File: src/rtl/seq_det_pkg.sv
// Shared types and helpers for the programmable serial pattern detector.
package seq_det_pkg;

  typedef enum logic [0:0] {
    ST_IDLE = 1'b0,
    ST_RUN  = 1'b1
  } state_t;

  localparam int unsigned MIN_LEN = 2;

  function automatic bit len_legal(input int unsigned len, input int unsigned max);
    return (len >= MIN_LEN) && (len <= max);
  endfunction

endpackage

File: src/rtl/seq_detector_prog_sat_counter.sv
// Saturating up-counter with synchronous clear; clear beats increment.
module sat_counter #(
  parameter int W = 16
) (
  input  logic         clk,
  input  logic         reset,
  input  logic         inc,
  input  logic         clr,
  output logic [W-1:0] q
);

  logic [W-1:0] r_q;

  always_ff @(posedge clk or posedge reset) begin
    if (reset) begin
      r_q <= '0;
    end else if (clr) begin
      r_q <= '0;
    end else if (inc && (r_q != {W{1'b1}})) begin
      r_q <= r_q + W'(1);
    end
  end

  assign q = r_q;

endmodule

File: src/rtl/seq_detector_prog.sv
// Runtime-programmable serial pattern detector with overlap control,
// valid-qualified input and a saturating match counter.
module seq_detector_prog
  import seq_det_pkg::*;
#(
  parameter  int MAX_LEN = 8,
  parameter  int CNT_W   = 16,
  localparam int LEN_W   = $clog2(MAX_LEN + 1)
) (
  input  logic               clk,
  input  logic               reset,
  input  logic               cfg_load,
  input  logic [MAX_LEN-1:0] cfg_pattern,
  input  logic [LEN_W-1:0]   cfg_len,
  input  logic               cfg_overlap,
  input  logic               din_valid,
  input  logic               din,
  input  logic               clr_count,
  output logic               dout,
  output logic [CNT_W-1:0]   match_count,
  output logic               cfg_err,
  output logic               armed
);

  state_t             r_state;
  logic [MAX_LEN-1:0] r_hist;
  logic [LEN_W-1:0]   r_fill;
  logic [MAX_LEN-1:0] r_pattern;
  logic [LEN_W-1:0]   r_len;
  logic               r_overlap;
  logic               r_dout;
  logic               r_cfg_err;
  logic               r_armed;

  logic [MAX_LEN-1:0] w_hist_next;
  logic [LEN_W-1:0]   w_fill_next;
  logic [MAX_LEN-1:0] w_mask;
  logic               w_cfg_ok;
  logic               w_match;

  assign w_hist_next = {r_hist[MAX_LEN-2:0], din};
  assign w_fill_next = (r_fill == LEN_W'(MAX_LEN)) ? r_fill : r_fill + LEN_W'(1);
  // A full-width shift yields zero, so len == MAX_LEN still gives an all-ones mask.
  assign w_mask      = ~({MAX_LEN{1'b1}} << r_len);
  assign w_cfg_ok    = len_legal(32'(cfg_len), MAX_LEN);

  // A load in the same cycle drops the incoming bit, so it can never complete a match.
  assign w_match = (r_state == ST_RUN) && din_valid && !cfg_load &&
                   (w_fill_next >= r_len) &&
                   ((w_hist_next & w_mask) == (r_pattern & w_mask));

  always_ff @(posedge clk or posedge reset) begin
    if (reset) begin
      r_state   <= ST_IDLE;
      r_hist    <= '0;
      r_fill    <= '0;
      r_pattern <= '0;
      r_len     <= '0;
      r_overlap <= 1'b0;
      r_dout    <= 1'b0;
      r_cfg_err <= 1'b0;
      r_armed   <= 1'b0;
    end else if (cfg_load) begin
      r_dout <= 1'b0;
      if (w_cfg_ok) begin
        r_pattern <= cfg_pattern;
        r_len     <= cfg_len;
        r_overlap <= cfg_overlap;
        r_hist    <= '0;
        r_fill    <= '0;
        r_cfg_err <= 1'b0;
        r_state   <= ST_RUN;
        r_armed   <= 1'b1;
      end else begin
        r_cfg_err <= 1'b1;
        r_state   <= ST_IDLE;
        r_armed   <= 1'b0;
      end
    end else if ((r_state == ST_RUN) && din_valid) begin
      r_hist <= w_hist_next;
      // Non-overlapping mode forgets every bit that took part in a match.
      r_fill <= (w_match && !r_overlap) ? '0 : w_fill_next;
      r_dout <= w_match;
    end else begin
      r_dout <= 1'b0;
    end
  end

  sat_counter #(.W(CNT_W)) u_cnt (
    .clk   (clk),
    .reset (reset),
    .inc   (w_match),
    .clr   (clr_count),
    .q     (match_count)
  );

  assign dout    = r_dout;
  assign cfg_err = r_cfg_err;
  assign armed   = r_armed;

endmodule

File: config.mk
export PLATFORM = sky130hd
export DESIGN_NAME = seq_detector_prog
export DESIGN_NICKNAME = d
export VERILOG_FILES = /design/src/rtl/seq_det_pkg.sv /design/src/rtl/seq_detector_prog_sat_counter.sv /design/src/rtl/seq_detector_prog.sv
export SDC_FILE = /design/constraint.sdc
export NUM_CORES = 1
export LEC_CHECK = 0
export BUFFER_PORTS_ARGS = -buffer_cell sky130_fd_sc_hd__buf_2
export CAP_MARGIN = 40
export CORE_ASPECT_RATIO = 1.25
export CORE_MARGIN = 5
export CORE_UTILIZATION = 50
export CTS_CLUSTER_DIAMETER = 50
export DETAILED_ROUTE_END_ITERATION = 7
export PLACE_DENSITY = 0.75
export SLEW_MARGIN = 15
export SYNTH_ARGS = -nofsm -noshare
export SYNTH_HDL_FRONTEND = slang
export SYNTH_SLANG_ARGS = --single-unit
File: constraint.sdc
create_clock -name clk -period 2.5 [get_ports clk]
set_input_delay 0.25 -clock clk [delete_from_list [all_inputs] [get_ports clk]]
set_output_delay 0.25 -clock clk [all_outputs]
set_load 0.01 [all_outputs]
# == Yosys cells after proc, flatten, opt, wreduce, memory -nomap -nowiden ==
# Cells that the tools add are included.
# totals
regBits,43
latchBits,0
mem_bits_rw,0
rom_bits,0
inputBits,19
wordCells,49
n_memories,0
# classes
addsub,2
n_mul,0
div,0
order_cmp,3
n_eq_ne,4
n_shift,1
mux,14
n_bitwise,3
reduce_logical,13
# ops
operator,n
$mux 16,2
$mux 7,3
$mux 4,5
$add 16x1->16 const B,1
$and 8x8->8,2
$ne 16x16->1 const B,1
$eq 8x8->1,1
$not 8->8,1
$shl 8x4->8 const A,1
$logic_and 1x1->1,7
$add 4x1->4 const B,1
$eq 4x4->1 const B,1
$ge 4x2->1 const B,1
$ge 4x4->1,1
$le 4x4->1 const B,1
$mux 1,4
$reduce_and 2->1,2
$reduce_bool 2->1,2
$logic_not 1->1,2
$ne 2x1->1 const B,1

# == Logic depth before layout (Yosys ltp) ==
# Gate-level depths: netlist of the first run.
# logic_depth
word_depth,9
mapped_depth,14
depth_no_buf,12

# == By module ==
# A second synthesis of the first run with hierarchy kept.
# unflattened
hier_cells,234
area_unflattened_um2,2354.8
# by_module_without_submodules
module,n_inst,cells_per_inst,area_each_um2,seq_area_each_um2
seq_detector_prog,1,133,1422.6,675.6
sat_counter,1,101,932.1,400.4

# == Worst setup path before layout of the first run ==
# OpenSTA, ideal clock, no wires.
# synth_timing
path_type,reg2reg
from,register r_fill[0]
to,"register u_cnt.r_q[7], in the netlist u_cnt.q[7]"
setup_ns,0.078
t_arrival_ns,2.294
setup_slack_ns,0.128
stages_incl_launch_ff,13
n_path_buf,0
synth_period_minus_slack_ns,2.372
cell_sequence,dfrtp_1 -> inv_1 -> ha_1 -> nand2_1 -> nand3_1 -> o21ai_0 -> ha_1 -> nand2_1 -> o21ai_0 -> o2111ai_1 -> nand4b_4 -> or4_1 -> a21oi_1
# synth_between
elab_chain_len,7
word_cells_on_any_way,8
# synth_lines
element,line_no,rtl
start: declaration,seq_detector_prog.sv:27,logic [LEN_W-1:0] r_fill;
start signal: assignment,seq_detector_prog.sv:82,r_fill <= (w_match && !r_overlap) ? '0 : w_fill_next;
$add 4x1->4 / $eq 4x4->1 (equally long branches),seq_detector_prog.sv:42,assign w_fill_next = (r_fill == LEN_W'(MAX_LEN)) ? r_fill : r_fill + LEN_W'(1);
$mux 4 *,seq_detector_prog.sv:42,
$ge 4x4->1 *,seq_detector_prog.sv:49,(w_fill_next >= r_len) &&
$logic_and 1x1->1 *,seq_detector_prog.sv:48,assign w_match = (r_state == ST_RUN) && din_valid && !cfg_load &&
$logic_and 1x1->1 *,seq_detector_prog.sv:49,
$logic_and 1x1->1 *,seq_detector_prog_sat_counter.sv:19,end else if (inc && (r_q != {W{1'b1}})) begin
$reduce_bool 2->1 (no line) *,-,
end signal: assignment,seq_detector_prog_sat_counter.sv:20,r_q <= r_q + W'(1);
end: declaration,seq_detector_prog_sat_counter.sv:12,logic [W-1:0] r_q;
# Every way passes the cells marked *; elsewhere a longest branch is shown, timed or not.
# A chain may end at the register's enable or synchronous reset.

# == Final worst setup path of the first run ==
# layout_timing
from,register r_fill[0]
to,"register u_cnt.r_q[5], in the netlist u_cnt.q[5]"
# The elaborated chain is that of the path after synthesis.

==> results of run 1 <==
## worst paths after layout
path	start	endpoint	slack [ns]
worst max register to register	r_fill[0]	u_cnt.q[5]	-0.08
worst min-delay path	cfg_pattern[5]	r_pattern[5]	0.17
min in group asynchronous	reset	u_cnt.q[2]	0.42
worst max-delay path	r_fill[0]	u_cnt.q[5]	-0.08
max in group asynchronous	reset	u_cnt.q[1]	1.54
worst min register to register	cfg_err	cfg_err	0.50
## cells in the mapped netlist, types with 4 or more instances
library cell / number / area, sq um
dfrtp_1: 43 / 1080
nand2_1: 26 / 97.6
nand3_1: 9 / 45.0
nor2_1: 9 / 33.8
xnor2_1: 7 / 61.3
xor2_1: 4 / 35.0
ha_1: 7 / 87.6
o21ai_0: 22 / 110
inv_1: 11 / 41.3
mux2_2: 13 / 146
or3_1: 4 / 25.0
a32o_1: 4 / 40.0
or3_2: 6 / 45.0
a21oi_1: 15 / 75.1
## state kept, by name, indices dropped and copies added (netlist names)
signal and flops:
r_len 4, r_state 1, r_fill 4, dout 1, r_pattern 8, u_cnt.q 16
r_hist 7, cfg_err 1, r_overlap 1
## critical path, cell delays in order, from the launching register on
cell and delay, ns:
dfrtp_1 0.41, inv_2 0.09, ha_4 0.14, nand2_4 0.06, nor2_4 0.11, xnor2_2 0.08, ha_2 0.31, nor2b_1 0.04
o21ai_2 0.12, o2111ai_2 0.12, nand4b_4 0.25, buf_6 0.16, or4_4 0.47, a21oi_2 0.13
## what timing repair did
| action | 4_1_cts | 5_1_grt |
|---|---|---|
| buffers inserted | 12 | 1 |
| endpoints found under the setup margin | 15 | 20 |
| hold endpoints to repair | 7 | 0 |
| hold buffers | 1 | 0 |
| resized for setup | 23 | 26 |
| pin swaps | 17 | 21 |
## power by group through the flow
stage	clock [mW]	sequential [mW]	combinational, mW
floorplan	0	0.795	0.190
global placement	0	0.807	0.245
detailed placement	0	0.809	0.255
CTS	0.456	0.796	0.291
global route	0.481	0.803	0.342
finish	0.443	0.796	0.306
## metal layers
layer,part of all wire,routed length [microns],track usage,vias up
li1,-,-,-,906
met1,0.43,2160,0.228,937
met2,0.50,2520,0.290,45
met3,0.043,216,0.0438,13
met4,0.023,116,0.0784,0
met5,0,0,0,-
## cell type report
class | instances | area, sq um
inverters | 11 | 41.3
clock buffers | 5 | 68.8
repair buffers | 61 | 410
multi-input cells | 158 | 1220
clock inverters | 3 | 20.0
fillers | 366 | 1480
flip-flops and latches | 43 | 1080
well taps | 58 | 72.6
## logic make-up (layout without fill, tap and decap cells)
logic type,Yosys count,after routing,synth area share
and+or+nand+nor,72,72,0.174
AOI/OAI and AO/OA,53,53,0.143
DFF,43,43,0.480
buffers and inverters,20,80,0.0463
muxes,14,14,0.0698
xor gates and xnor gates,11,11,0.0430
adders and majority gates,8,8,0.0441
## stage by stage
step	cell area, sq um	setup TNS, ns	worst slack, ns
final	2910	-0.169	-0.0808
after global routing	2910	-1.66	-0.192
after CTS	2800	-0.455	-0.0849
after detailed placement	2540	-2.25	-0.245
after global placement	2510	-0.507	-0.0922
after floorplan	2240	0	0.128
==> results.py, run 1 <==
metrics = {
    "global_routing": {
        "grt_pass1_wl_microns": 8710,
        "overflow": 0,
        "grt_pass1_vias": 1886,
        "grt_usage": 0.179,
        "grt_max_degree": 20,
        "antenna_found_initial": 0,
    },
    "die": {
        "boundaryPins": 38,
        "row_count": 27,
        "start_util": 0.510,
        "die_x_microns": 69.9,
        "core_area_sq_um": 4390,
        "die-area_sq_um": 5930,
        "chipHeight_microns": 84.9,
    },
    "clock_tree": {
        "cts_buffers": 5,
        "clockBufferDepth": 2,
        "clkTransAtPathRegs_ns": 0.09,
        "cts_sinks": 43,
        "htreeDepth": 2,
        "cts_root_buffer": "clkbuf_8",
        "clk-insertion-delay-late_ns": 0.30,
        "cts_tree": "built",
    },
    "pwr": {
        "intPower_mw": 1.10,
        "p_clk_frac": 0.286,
        "ir_drop_v": 0.000268,
        "pwr-share-seq": 0.516,
        "leakagePower_nw": 1.29,
        "combinationalPowerShare": 0.198,
        "finalPower_mw": 1.54,
        "switching_share": 0.286,
        "power.density_nw_per_um2": 531,
        "p_switching_mw": 0.442,
    },
    "placed_design": {
        "routabilityCongestion": 0.839,
        "place_inst": 317,
        "io_buffers": 37,
        "dpl.hpwl_microns": 3370,
    },
    "logic_synthesis": {
        "synth_edf_count": 0,
        "syn_inst": 221,
        "synth_nets": 247,
        "synth-async-reset-ratio": 1.00,
        "yosys_warnings": 0,
        "synthesis.area_sq_um": 2240,
        "ys.flop_type": "dfrtp_1",
        "syn_avg_cell_area_sq_um": 10.1,
        "ys_seq_area_frac": 0.480,
        "synth_seq_cells": 43,
        "synth.distinct_cells": 44,
    },
    "detailed_routing": {
        "detail-route-antenna-nets": 0,
        "vias": 1901,
        "wl_per_cell_microns": 14.8,
        "via_per_inst": 5.61,
        "drtIter0Drc": 102,
        "drt-total-wl_microns": 5010,
        "drc": 0,
        "firstDrtPassIters": 4,
    },
    "setup_path": {
        "worstSetupPathType": "reg2reg",
        "cp-start-kind": "flop",
        "worstRegToRegCells": 13,
        "crit_required_ns": 2.73,
        "endpoint_kind": "flop",
        "cp.arrival_ns": 2.81,
        "cp_max_fo": 5,
    },
    "timing": {
        "worst_slew_pin_slew_ns": 0.410,
        "rsz0062_at_grt": "yes",
        "fmax_ghz": 0.387,
        "finalCriticalPeriod_ns": 2.58,
        "timing.slew.headroom": 0.727,
        "setup_viol": 4,
        "hold_viol_final": 0,
        "fin_worst_skew_ns": 0.00722,
        "holdWs_ns": 0.174,
        "setup_slack_ns": -0.0808,
        "slew_violations": 0,
        "fin_crit_sh": 1.03,
    },
    "final_layout": {
        "final_common_cell": "dfrtp_1",
        "drive_gt1_frac": 0.423,
        "fin_cells": 339,
        "layout_common_cells": "dfrtp_1 (43), buf_2 (37), nand2_1 (25)",
        "area_growth_syn_to_layout_pct": 29.9,
        "fin_nets": 306,
        "num_antenna_cells": 0,
        "post-route-util": 0.663,
    },
    "worst_hold_path": {
        "hold_path_depth": 2,
        "hp-class": "in2reg",
    },
    "flow_run": {
        "maxCapViolCount": 0,
    },
    "status": {
        "violations": "negative setup slack",
        "status": "finished with violations",
    },
}
Note: power is estimated with default switching activity, not from simulation.
==> run 2, diff against run 1 <==
CORE_UTILIZATION = 56   (was 50)
PLACE_DENSITY = 0.8   (was 0.75)
clock period = 2.7 ns   (was 2.5 ns; I/O delays follow)
==> run 2 against run 1 <==
Against the previous run: the flow now finishes without violations; sequential power is 7.2% lower; setup slack better by 0.20 ns; hold slack worse by 0.089 ns; count of clock-buffer cells in the layout stayed put; total power is 3.4% lower; die area is 9.4% lower; critical path depth stayed put; combinational power is 18% lower; register-to-register slack better by 0.20 ns; sequential share of layout area is 3.2 points higher; routed wire length is 2.8% lower; largest power group unchanged.
==> results.py, run 2 (synthesis results as in run 1) <==
metrics = {
    "status": {
        "status": "finished, final reports clean",
    },
    "detailed_routing": {
        "drtIter0Drc": 95,
        "drc": 0,
        "vias": 1870,
        "wl_per_cell_microns": 15.3,
        "drt-total-wl_microns": 4870,
        "detail-route-antenna-nets": 0,
        "firstDrtPassIters": 4,
        "via_per_inst": 5.86,
    },
    "clock_tree": {
        "cts_tree": "built",
        "cts_root_buffer": "clkbuf_8",
        "cts_sinks": 43,
        "clk-insertion-delay-late_ns": 0.30,
        "clkTransAtPathRegs_ns": 0.09,
        "cts_hold_buf": 0,
        "htreeDepth": 2,
        "clockBufferDepth": 2,
        "cts_buffers": 5,
    },
    "final_layout": {
        "fin_cells": 319,
        "fin_nets": 290,
        "area_growth_syn_to_layout_pct": 19.7,
        "drive_gt1_frac": 0.328,
        "final_common_cell": "dfrtp_1",
        "largest_reg_flops": 16,
        "layout_common_cells": "dfrtp_1 (43), buf_2 (37), nand2_1 (25)",
        "final_cell_area_sq_um": 2680,
        "num_antenna_cells": 0,
        "post-route-util": 0.703,
    },
    "setup_path": {
        "crit_required_ns": 2.94,
        "crit_chain": "inv_2 -> ha_1 -> nand2_2 -> nor2_2 -> xnor2_2 -> ha_1 -> nor2b_1 -> o21ai_2 -> o2111ai_4 -> nand4b_4 -> buf_6 -> or3_4 -> a21oi_2",
        "worstSetupPathType": "reg2reg",
        "cpPeakStageDelay_ns": 0.41,
        "reg2reg_slack_ns": 0.12,
        "timing.critical_path.from": "r_fill[0]",
        "crit_family": "simple AND/OR/NAND/NOR gates",
        "crit_path_frequent_cell": "ha_1",
        "cp.arrival_ns": 2.82,
        "cp_num_buf_inv": 2,
        "cpMaxStageDelayCell": "dfrtp_1",
        "endpoint_kind": "flop",
        "cp_max_fo": 7,
        "r2r_start": "r_fill[0]",
        "cp-start-kind": "flop",
    },
    "placed_design": {
        "place_inst": 306,
        "dpl.hpwl_microns": 3230,
        "place_ws_ns": -0.101,
        "postPlaceCellArea_sq_um": 2450,
        "io_buffers": 37,
        "routabilityCongestion": 0.806,
    },
    "timing": {
        "timing.setup.tns_ns": 0,
        "finalCriticalPeriod_ns": 2.58,
        "fmax_ghz": 0.387,
        "timing.slew.headroom": 0.456,
        "slew_violations": 0,
        "fin_crit_sh": 0.957,
        "worst_slew_pin_slew_ns": 0.814,
        "setup_slack_ns": 0.117,
        "fin_worst_skew_ns": 0.0121,
        "setup_viol": 0,
        "hold_viol_final": 0,
        "holdWs_ns": 0.0846,
    },
    "pwr": {
        "leakagePower_nw": 1.21,
        "p_switching_mw": 0.408,
        "intPower_mw": 1.08,
        "finalPower_mw": 1.49,
        "p_clk_frac": 0.336,
        "combinationalPowerShare": 0.169,
        "power.density_nw_per_um2": 557,
        "switching_share": 0.273,
        "ir_drop_v": 0.000299,
        "pwr-share-seq": 0.495,
    },
    "die": {
        "die_x_microns": 66.6,
        "chipHeight_microns": 80.7,
        "core_area_sq_um": 3820,
        "boundaryPins": 38,
        "row_count": 25,
        "start_util": 0.587,
        "die-area_sq_um": 5370,
    },
    "worst_hold_path": {
        "hp-class": "in2async",
    },
    "global_routing": {
        "antenna_found_initial": 0,
        "grt_pass1_wl_microns": 8200,
        "grt_max_degree": 44,
        "grt_usage": 0.198,
        "overflow": 0,
        "grt_pass1_vias": 1844,
    },
    "flow_run": {
        "maxCapViolCount": 0,
    },
}
==> run 2: cell count changes in the layout (fill, tap and decap cells not counted), sizes merged <==
cell	change
clkinvlp	-2
buf	-17
dlygate4sd3	-1
nand4b	+2
bufinv	+1
inv	+1
==> run 2: what timing repair did <==
action,CTS,global route
resized for setup,3,12
pin swaps,0,3
setup buffers,1,2
setup endpoints to repair,11,18
gates cloned,2,0
==> run 2: worst reg2reg max path, cell delays in order, from the launching register on <==
cell	delay, ns
dfrtp_1	0.41
inv_2	0.05
ha_1	0.20
nand2_2	0.09
nor2_2	0.05
xnor2_2	0.14
ha_1	0.28
nor2b_1	0.05
o21ai_2	0.17
o2111ai_4	0.14
nand4b_4	0.27
buf_6	0.19
or3_4	0.36
a21oi_2	0.14
==> run 2: cell type report <==
class | instances | area, sq um
Tap cell | 54 | 67.6
Multi-Input combinational cell | 160 | 1150
Timing Repair Buffer | 43 | 234
Fill cell | 329 | 1130
Sequential cell | 43 | 1080
Clock inverter | 3 | 43.8
Inverter | 11 | 41.3
Clock buffer | 5 | 68.8
==> run 2: per-layer routing <==
layer	share of wire	routed length, microns	track usage
met5	0	0	0
met3	0.050	246	0.0503
met1	0.43	2080	0.229
met4	0.017	83	0.0854
met2	0.51	2470	0.342
==> run 2: worst paths after layout <==
check                                to  cells past startpoint
max                          u_cnt.q[4]                     13
min in group clk           r_pattern[3]                      2
max reg2reg                  u_cnt.q[4]                     13
max in group asynchronous     r_fill[0]                      3
min reg2reg                     cfg_err                      1
min                        r_pattern[3]                      3
==> run 2: power by group through the flow <==
stage / logic [mW] / clock network, mW / registers (mW)
2_1_floorplan: 0.176 / 0 / 0.736
3_3_place_gp: 0.210 / 0 / 0.747
3_5_place_dp: 0.216 / 0 / 0.751
4_1_cts: 0.233 / 0.517 / 0.738
5_1_grt: 0.284 / 0.540 / 0.746
6_report: 0.252 / 0.502 / 0.739
